[src/rtl/perceptron_pkg.sv]
// Shared encodings for the perceptron stream source: weight-load strobes and FSM states.
package perceptron_pkg;

    localparam logic [1:0] WEN_NONE = 2'b00;
    localparam logic [1:0] WEN_W0   = 2'b01;
    localparam logic [1:0] WEN_W1   = 2'b10;
    localparam logic [1:0] WEN_B    = 2'b11;

    typedef enum logic [2:0] {
        ST_IDLE   = 3'd0,
        ST_WL0    = 3'd1,
        ST_WL1    = 3'd2,
        ST_WLB    = 3'd3,
        ST_GAP    = 3'd4,
        ST_STREAM = 3'd5,
        ST_DONE   = 3'd6
    } state_e;

endpackage

[src/rtl/sync_fifo.sv]
// Single-clock sample FIFO: head word is always visible on data_o, no write-through.
module sync_fifo #(
    parameter int DATA_W = 8,
    parameter int DEPTH  = 8
) (
    input  logic              clk,
    input  logic              reset,
    input  logic              push_i,
    input  logic              pop_i,
    input  logic [DATA_W-1:0] data_i,
    output logic [DATA_W-1:0] data_o,
    output logic              full_o,
    output logic              empty_o
);
    localparam int AW = $clog2(DEPTH);
    localparam logic [AW-1:0] PTR_ONE = AW'(1);
    localparam logic [AW:0]   CNT_ONE = (AW+1)'(1);
    localparam logic [AW:0]   CNT_FULL = (AW+1)'(DEPTH);

    logic [DATA_W-1:0] mem_q [DEPTH];
    logic [AW-1:0]     wr_ptr_q, rd_ptr_q;
    logic [AW:0]       count_q;
    logic              do_push, do_pop;

    assign full_o  = (count_q == CNT_FULL);
    assign empty_o = (count_q == '0);
    assign data_o  = mem_q[rd_ptr_q];

    // A push is refused when full even if a pop frees a slot in the same cycle.
    assign do_push = push_i && !full_o;
    assign do_pop  = pop_i && !empty_o;

    always_ff @(posedge clk) begin
        if (reset) begin
            wr_ptr_q <= '0;
            rd_ptr_q <= '0;
            count_q  <= '0;
        end else begin
            if (do_push) wr_ptr_q <= wr_ptr_q + PTR_ONE;
            if (do_pop)  rd_ptr_q <= rd_ptr_q + PTR_ONE;
            if (do_push && !do_pop)      count_q <= count_q + CNT_ONE;
            else if (do_pop && !do_push) count_q <= count_q - CNT_ONE;
        end
    end

    always_ff @(posedge clk) begin
        if (do_push) mem_q[wr_ptr_q] <= data_i;
    end

endmodule

[src/rtl/perceptron_stream_src.sv]
// Loads perceptron weights/bias over W1W0b_en, then streams buffered samples with val/rdy.
module perceptron_stream_src
    import perceptron_pkg::*;
#(
    parameter int DATA_W = 8,
    parameter int DEPTH  = 8,
    parameter int CNT_W  = 16
) (
    input  logic              clk,
    input  logic              reset,
    input  logic              start_i,
    input  logic [CNT_W-1:0]  num_samples_i,
    input  logic [DATA_W-1:0] w0_i,
    input  logic [DATA_W-1:0] w1_i,
    input  logic [DATA_W-1:0] b_i,
    output logic [1:0]        W1W0b_en_o,
    output logic [DATA_W-1:0] wdata_o,
    input  logic              in_val_i,
    output logic              in_rdy_o,
    input  logic [DATA_W-1:0] in_data_i,
    output logic              val_o,
    input  logic              rdy_i,
    output logic [DATA_W-1:0] data_o,
    output logic              busy_o,
    output logic              done_o,
    output logic [CNT_W-1:0]  sent_cnt_o
);
    localparam logic [CNT_W-1:0] CNT_ONE = CNT_W'(1);

    state_e            state_q;
    logic [1:0]        wen_q;
    logic [DATA_W-1:0] wdata_q;
    logic              done_q;
    logic [CNT_W-1:0]  sent_cnt_q, sent_cnt_d;
    logic [CNT_W-1:0]  num_q;
    logic [DATA_W-1:0] w1_q, b_q;

    logic fifo_full, fifo_empty, fifo_push, fifo_pop, start_acc;

    assign in_rdy_o  = !fifo_full && !reset;
    assign fifo_push = in_val_i && in_rdy_o;
    assign val_o     = (state_q == ST_STREAM) && !fifo_empty && !reset;
    assign fifo_pop  = val_o && rdy_i;
    assign start_acc = (state_q == ST_IDLE) && start_i;

    assign sent_cnt_d = sent_cnt_q + CNT_ONE;

    sync_fifo #(.DATA_W(DATA_W), .DEPTH(DEPTH)) u_fifo (
        .clk     (clk),
        .reset   (reset),
        .push_i  (fifo_push),
        .pop_i   (fifo_pop),
        .data_i  (in_data_i),
        .data_o  (data_o),
        .full_o  (fifo_full),
        .empty_o (fifo_empty)
    );

    // Run parameters are plain data: captured on an accepted start, never reset.
    always_ff @(posedge clk) begin
        if (start_acc) begin
            num_q <= num_samples_i;
            w1_q  <= w1_i;
            b_q   <= b_i;
        end
    end

    always_ff @(posedge clk) begin
        if (reset) begin
            state_q    <= ST_IDLE;
            wen_q      <= WEN_NONE;
            wdata_q    <= '0;
            done_q     <= 1'b0;
            sent_cnt_q <= '0;
        end else begin
            case (state_q)
                ST_IDLE: begin
                    done_q <= 1'b0;
                    if (start_i) begin
                        sent_cnt_q <= '0;
                        if (num_samples_i != '0) begin
                            state_q <= ST_WL0;
                            wen_q   <= WEN_W0;
                            wdata_q <= w0_i;
                        end else begin
                            state_q <= ST_DONE;
                            done_q  <= 1'b1;
                        end
                    end
                end
                ST_WL0: begin
                    state_q <= ST_WL1;
                    wen_q   <= WEN_W1;
                    wdata_q <= w1_q;
                end
                ST_WL1: begin
                    state_q <= ST_WLB;
                    wen_q   <= WEN_B;
                    wdata_q <= b_q;
                end
                ST_WLB: begin
                    state_q <= ST_GAP;
                    wen_q   <= WEN_NONE;
                    wdata_q <= '0;
                end
                ST_GAP: begin
                    state_q <= ST_STREAM;
                end
                ST_STREAM: begin
                    if (fifo_pop) begin
                        sent_cnt_q <= sent_cnt_d;
                        if (sent_cnt_d == num_q) begin
                            state_q <= ST_DONE;
                            done_q  <= 1'b1;
                        end
                    end
                end
                ST_DONE: begin
                    state_q <= ST_IDLE;
                    done_q  <= 1'b0;
                end
                default: begin
                    state_q <= ST_IDLE;
                    wen_q   <= WEN_NONE;
                    wdata_q <= '0;
                    done_q  <= 1'b0;
                end
            endcase
        end
    end

    assign W1W0b_en_o = wen_q;
    assign wdata_o    = wdata_q;
    assign done_o     = done_q;
    assign busy_o     = (state_q != ST_IDLE);
    assign sent_cnt_o = sent_cnt_q;

endmodule
[config.mk]
export PLATFORM = sky130hd
export DESIGN_NAME = perceptron_stream_src
export DESIGN_NICKNAME = d
export VERILOG_FILES = /design/src/rtl/perceptron_pkg.sv /design/src/rtl/sync_fifo.sv /design/src/rtl/perceptron_stream_src.sv
export SDC_FILE = /design/constraint.sdc
export NUM_CORES = 1
export LEC_CHECK = 0
export BUFFER_PORTS_ARGS = -buffer_cell sky130_fd_sc_hd__buf_2
export CAP_MARGIN = 20
export CORE_MARGIN = 3
export CORE_UTILIZATION = 39
export DETAILED_ROUTE_END_ITERATION = 6
export PLACE_DENSITY_LB_ADDON = 0.2
export SLEW_MARGIN = 10
export SYNTH_ARGS = -nofsm -noshare
export SYNTH_HDL_FRONTEND = slang
export SYNTH_SLANG_ARGS = --single-unit
[constraint.sdc]
create_clock -name clk -period 5.8 [get_ports clk]
set_input_delay 0 -clock clk [delete_from_list [all_inputs] [get_ports clk]]
set_output_delay 0 -clock clk [all_outputs]
set_load 0.05 [all_outputs]
==> out/qor.yml, run 1 <==
power:
  power_uw: 2350
  p_seq_frac: 0.485
  p_int_uw: 1750
  p_sw_frac: 0.254
  irDropWorstVdd_uv: 195
  p_leak_uw: 0.00281
  pwr-share-clk: 0.405
  p_per_area_mw_per_mm2: 309
  comb_power_share: 0.110
  switchingPower_uw: 597
cts:
  clock-root-buffer: "clkbuf_16"
  clkTransAtPathRegs_ps: 60
  cts_tree: "built"
  cts_num_sinks: 139
  h-tree-depth: 4
  cts_hold_buf: 41
  cts_buffers: 17
  post_cts_resized: 0
  insertion_delay_ps: 420
  post_cts_buffers: 0
  clockBufferDepth: 2
timing:
  slew_viol_final: 0
  fmax_ghz: 0.282
  timing.slew.headroom: 0.393
  holdWs_ps: 51.5
  setup_viol: 0
  min_period_ps: 3550
  post-route-period-util: 0.612
  setup_tns_ps: 0
  rsz0062_at_grt: "no"
  hold_viol_final: 0
  worst_slew_pin_slew_ps: 908
  skew_ps: 11.7
logic_synthesis:
  synthTopCellsByArea: "edfxtp_1, dfxtp_1, mux4_2"
  netlist.area_leader.share: 0.475
  ys_seq_elements: 139
  ys_types: 54
  synth_largest_area_cell: "edfxtp_1"
  synth_area_per_cell_um2: 12.6
  ys.flop_type: "edfxtp_1"
  synthCells: 481
  synth_sequential_area_ratio: 0.617
  synth-edff-count: 96
  synthesis.nets: 541
  netlist_area_mm2: 0.00607
  async_flop_share: 0
  yosys_warnings: 0
routing:
  dr.pass1.iters: 5
  drtAntennaViolNets: 0
  wl_per_cell_um: 16.7
  vias: 4217
  drc: 0
  wl_um: 13400
  dr.first_iter.drc_count: 221
  drt-vias-per-instance: 5.23
die:
  die_y_um: 131
  start_util: 0.409
  core_area_mm2: 0.0149
  die_w_um: 131
  rows: 44
  num_io_pins: 91
  die_area_mm2: 0.0171
global_routing:
  grt_pass1_vias: 4341
  grt_start_max_net_pins: 45
  grt_pass1_wl_um: 21800
  grt_use_total: 0.168
  grt_antenna_before_repair: 0
  overflow: 0
placement:
  place_congestion: 0.861
  dpl.cell_count: 734
  port_buffers: 90
  hpwl_um: 9070
critical_path:
  worst_setup_path_start_kind: "register"
  required_ps: 6140
  cp_max_fo: 20
  critPathMaxStageDelay_ps: 550
  critPathTopFamily: "simple AND/OR/NAND/NOR gates"
  path_cells: "and2b_2 > nand2_2 > nor4b_4 > inv_2 > ha_1 > inv_1 > ha_1 > a21o_1 > a21oi_1 > xnor2_1 > or3_1 > a21oi_1"
  endpoint_kind: "register"
  worst-path-buf-inv: 2
  arrival_ps: 3880
  crit_type: "reg2reg"
  crit_slowest_cell: "dfxtp_1"
cells_and_area:
  area_growth_pct: 25.3
  nets: 670
  final_common_cell: "edfxtp_1"
  most-common-layout-cells: "edfxtp_1, buf_2, nor2_1, dfxtp_1, dlygate4sd3_1"
  fin_cells: 806
  diodes: 0
  layout-drive-gt1-share: 0.254
  fin_util: 0.512
hold_path:
  hold_path_class: "in2reg"
status:
  status: "finished clean"
run:
  max_cap_viol_count: 0
worst register-to-register path, delay by kind of cell, from the launching register on:
family	cells	cell delay, ps
AO/OA/AOI/OAI	3	500
adder cells (fa/ha/maj)	2	540
buffers and inverters	2	360
XOR/XNOR	1	100
AND/OR/NAND/NOR	4	1410
flip-flops	1	550
path summary, 6_finish.rpt:
kind	cells past startpoint	end	slack [ps]	startpoint
max	12	u_fifo.count_q[3]	2250	state_q[1]
min	4	u_fifo.rd_ptr_q[1]	50	rdy_i
max reg2reg	12	u_fifo.count_q[3]	2250	state_q[1]
min reg2reg	2	W1W0b_en_o[0]	480	W1W0b_en_o[0]
cell families after synthesis:
family,synth area share
and+or+nand+nor,0.130
DFF,0.617
AOI/OAI and AO/OA,0.0729
muxes,0.106
buffers and inverters,0.0235
xor gates and xnor gates,0.0361
adders and majority gates,0.0157
flip-flops by register name, summed over array words and instances, names as in the netlist, named ones only:
register         cells
u_fifo.mem_q        64
num_q               16
sent_cnt_o          16
b_q                  8
w1_q                 8
wdata_o              8
u_fifo.count_q       4
state_q              3
u_fifo.rd_ptr_q      3
u_fifo.wr_ptr_q      3
W1W0b_en_o           2
done_o               1
power by group through the flow:
stage	Combinational, µW	Clock [µW]	Sequential (µW)
final	260	951	1140
after global routing	285	1030	1140
after CTS	262	979	1140
after detailed placement	239	0	1160
after global placement	235	0	1160
after floorplan	145	0	1180
Yosys cell counts, drive strengths merged (6+ instances only):
master   n
buf     12
xnor2   13
nor4     7
o21ai   22
mux2     9
mux4    16
nand3    7
inv      7
nor3    15
xor2    12
clkbuf  13
nand2b   8
edfxtp  96
nand4    8
a21oi   37
nand2   24
ha       6
dfxtp   43
mux2i   18
nor2    73
layer usage:
layer / track usage / part of all wire
met1: 0.212 / 0.44
met2: 0.273 / 0.49
met3: 0.0476 / 0.049
met4: 0.0696 / 0.020
met5: 0 / 0
layout make-up:
cell class | instances | area (µm²)
fillers | 1307 | 7260
flip-flops and latches | 139 | 3740
multi-input cells | 310 | 2190
repair buffers | 135 | 891
clock buffers | 18 | 429
well taps | 184 | 230
clock inverters | 13 | 97.6
inverters | 7 | 26.3
through the flow:
stage / area, µm² / setup WS, ps
after floorplan: 6070 / 2500
after global placement: 6670 / 2450
after detailed placement: 6670 / 2280
after CTS: 7610 / 2270
after global routing: 7610 / 1990
final: 7610 / 2250
(Power assumes the default switching activity.)
==> run 2, diff against run 1 <==
Clock period 5.8 ns to 3 ns, I/O delays scaled along.
==> run 2 against run 1 <==
Effect of this change: first-iteration DRC count shrank 22%; combinational power rose by 100%; critical path depth decreased by 1; sequential share of layout area fell by 0.77 points; clock power is 96% higher; utilization rose by 0.81 points; via count is 0.62% higher; largest cell class unchanged; highest routed layer unchanged.
==> out/qor.yml, run 2 (synthesis results as in run 1) <==
critical_path:
  cp_max_fo: 5
  endpoint_kind: "register"
  worst_setup_path_start_kind: "register"
  crit_type: "reg2reg"
  arrival_ps: 3110
  required_ps: 3330
cts:
  cts_hold_buf: 42
  insertion_delay_ps: 420
  post_cts_buffers: 0
  h-tree-depth: 4
  clockBufferDepth: 2
  post_cts_resized: 0
  cts_buffers: 17
  clkTransAtPathRegs_ps: 60
  clock-root-buffer: "clkbuf_16"
  cts_tree: "built"
  cts_num_sinks: 139
cells_and_area:
  most-common-layout-cells: "edfxtp_1, buf_2, nor2_1, dfxtp_1, dlygate4sd3_1"
  diodes: 0
  layout-drive-gt1-share: 0.270
  seq_area_mm2: 0.00374
  top_register: "u_fifo.mem_q"
  fill_cells: 1285
  nets: 685
  final_cell_area_mm2: 0.00773
  fin_cells: 821
  area_growth_pct: 27.2
  multiInputGateArea_mm2: 0.00219
  largest_register_ffs: 64
  final_common_cell: "edfxtp_1"
die:
  start_util: 0.409
  rows: 44
  die_y_um: 131
  die_w_um: 131
  die_area_mm2: 0.0171
  num_io_pins: 91
  core_area_mm2: 0.0149
placement:
  place_congestion: 0.811
  dpl_cell_area_mm2: 0.00678
  port_buffers: 90
  hpwl_um: 9200
  dpl.cell_count: 748
timing:
  slew_viol_final: 0
  worst_slew_pin_slew_ps: 819
  post-route-period-util: 0.926
  setup_tns_ps: 0
  min_period_ps: 2780
  skew_ps: 8.08
  rsz0062_at_grt: "no"
  hold_viol_final: 0
  setup_viol: 0
  timing.slew.headroom: 0.453
  fmax_ghz: 0.360
global_routing:
  grt_antenna_before_repair: 0
  grt_pass1_vias: 4330
  grt_pass1_wl_um: 22300
  grt_use_total: 0.171
  grt_start_max_net_pins: 34
  overflow: 0
power:
  irDropWorstVdd_uv: 423
  p_per_area_mw_per_mm2: 593
  power_uw: 4580
  p_leak_uw: 0.00288
status:
  status: "finished clean"
routing:
  wl_per_cell_um: 16.6
  dr.first_iter.drc_count: 172
  drt-vias-per-instance: 5.17
  vias: 4243
  dr.pass1.iters: 4
  wl_um: 13600
  drtAntennaViolNets: 0
  drc: 0
hold_path:
  hold_path_class: "in2reg"
run:
  max_cap_viol_count: 0
-- run 2: changes by cell type in the layout (fill, tap and decap cells not counted) --
cell	change
clkinv_2	-2
clkinv_4	-3
a21oi_1	-1
dlygate4sd3_1	+1
inv_8	+1
clkinvlp_4	+3
buf_4	+14
clkbuf_1	+1
a21oi_2	+1
-- run 2: metal layers --
metal | wire (µm) | GRT usage
met1 | 5940 | 0.214
met2 | 6770 | 0.285
met3 | 698 | 0.0484
met4 | 182 | 0.0593
met5 | 0 | 0
-- run 2: power by group --
part	switching, µW	internal, µW
clock	806	1060
sequential	40.8	2140
combinational	331	201
-- run 2: metrics by stage --
stage / hold slack (ps) / worst slack (ps) / utilization
after floorplan: 98.9 / 177 / -
after global placement: 176 / 401 / 0.456
after detailed placement: 179 / 264 / 0.456
after CTS: 63.0 / 244 / 0.520
after global routing: 93.5 / 59.7 / 0.520
final: 72.8 / 222 / 0.520
-- run 2: worst max-delay path, cell delays in order (launching register included) --
cell and delay [ps]:
dfxtp_1 360, nor4_1 650, nor4b_4 110, inv_2 90, ha_1 180, inv_1 90, ha_1 280, a21o_1 180
a21oi_1 170, xnor2_1 110, or3_1 310, a21oi_1 160
-- run 2: final timing paths --
check                                        start                  to  slack (ps)  depth (start not counted)
worst max-delay path             u_fifo.count_q[0]   u_fifo.count_q[3]         220                         11
worst max register to register   u_fifo.count_q[0]   u_fifo.count_q[3]         220                         11
worst min register to register  u_fifo.rd_ptr_q[1]            register         480                          2
worst min-delay path                      in_val_i  u_fifo.wr_ptr_q[1]          70                          4
-- run 2: cell type report --
class,instances,area share
inverter,7,0.00340
timing repair buffer,150,0.130
clock inverter,12,0.0123
tap,184,0.0298
multi-input combinational,310,0.284
sequential,139,0.485
clock buffer,19,0.0560
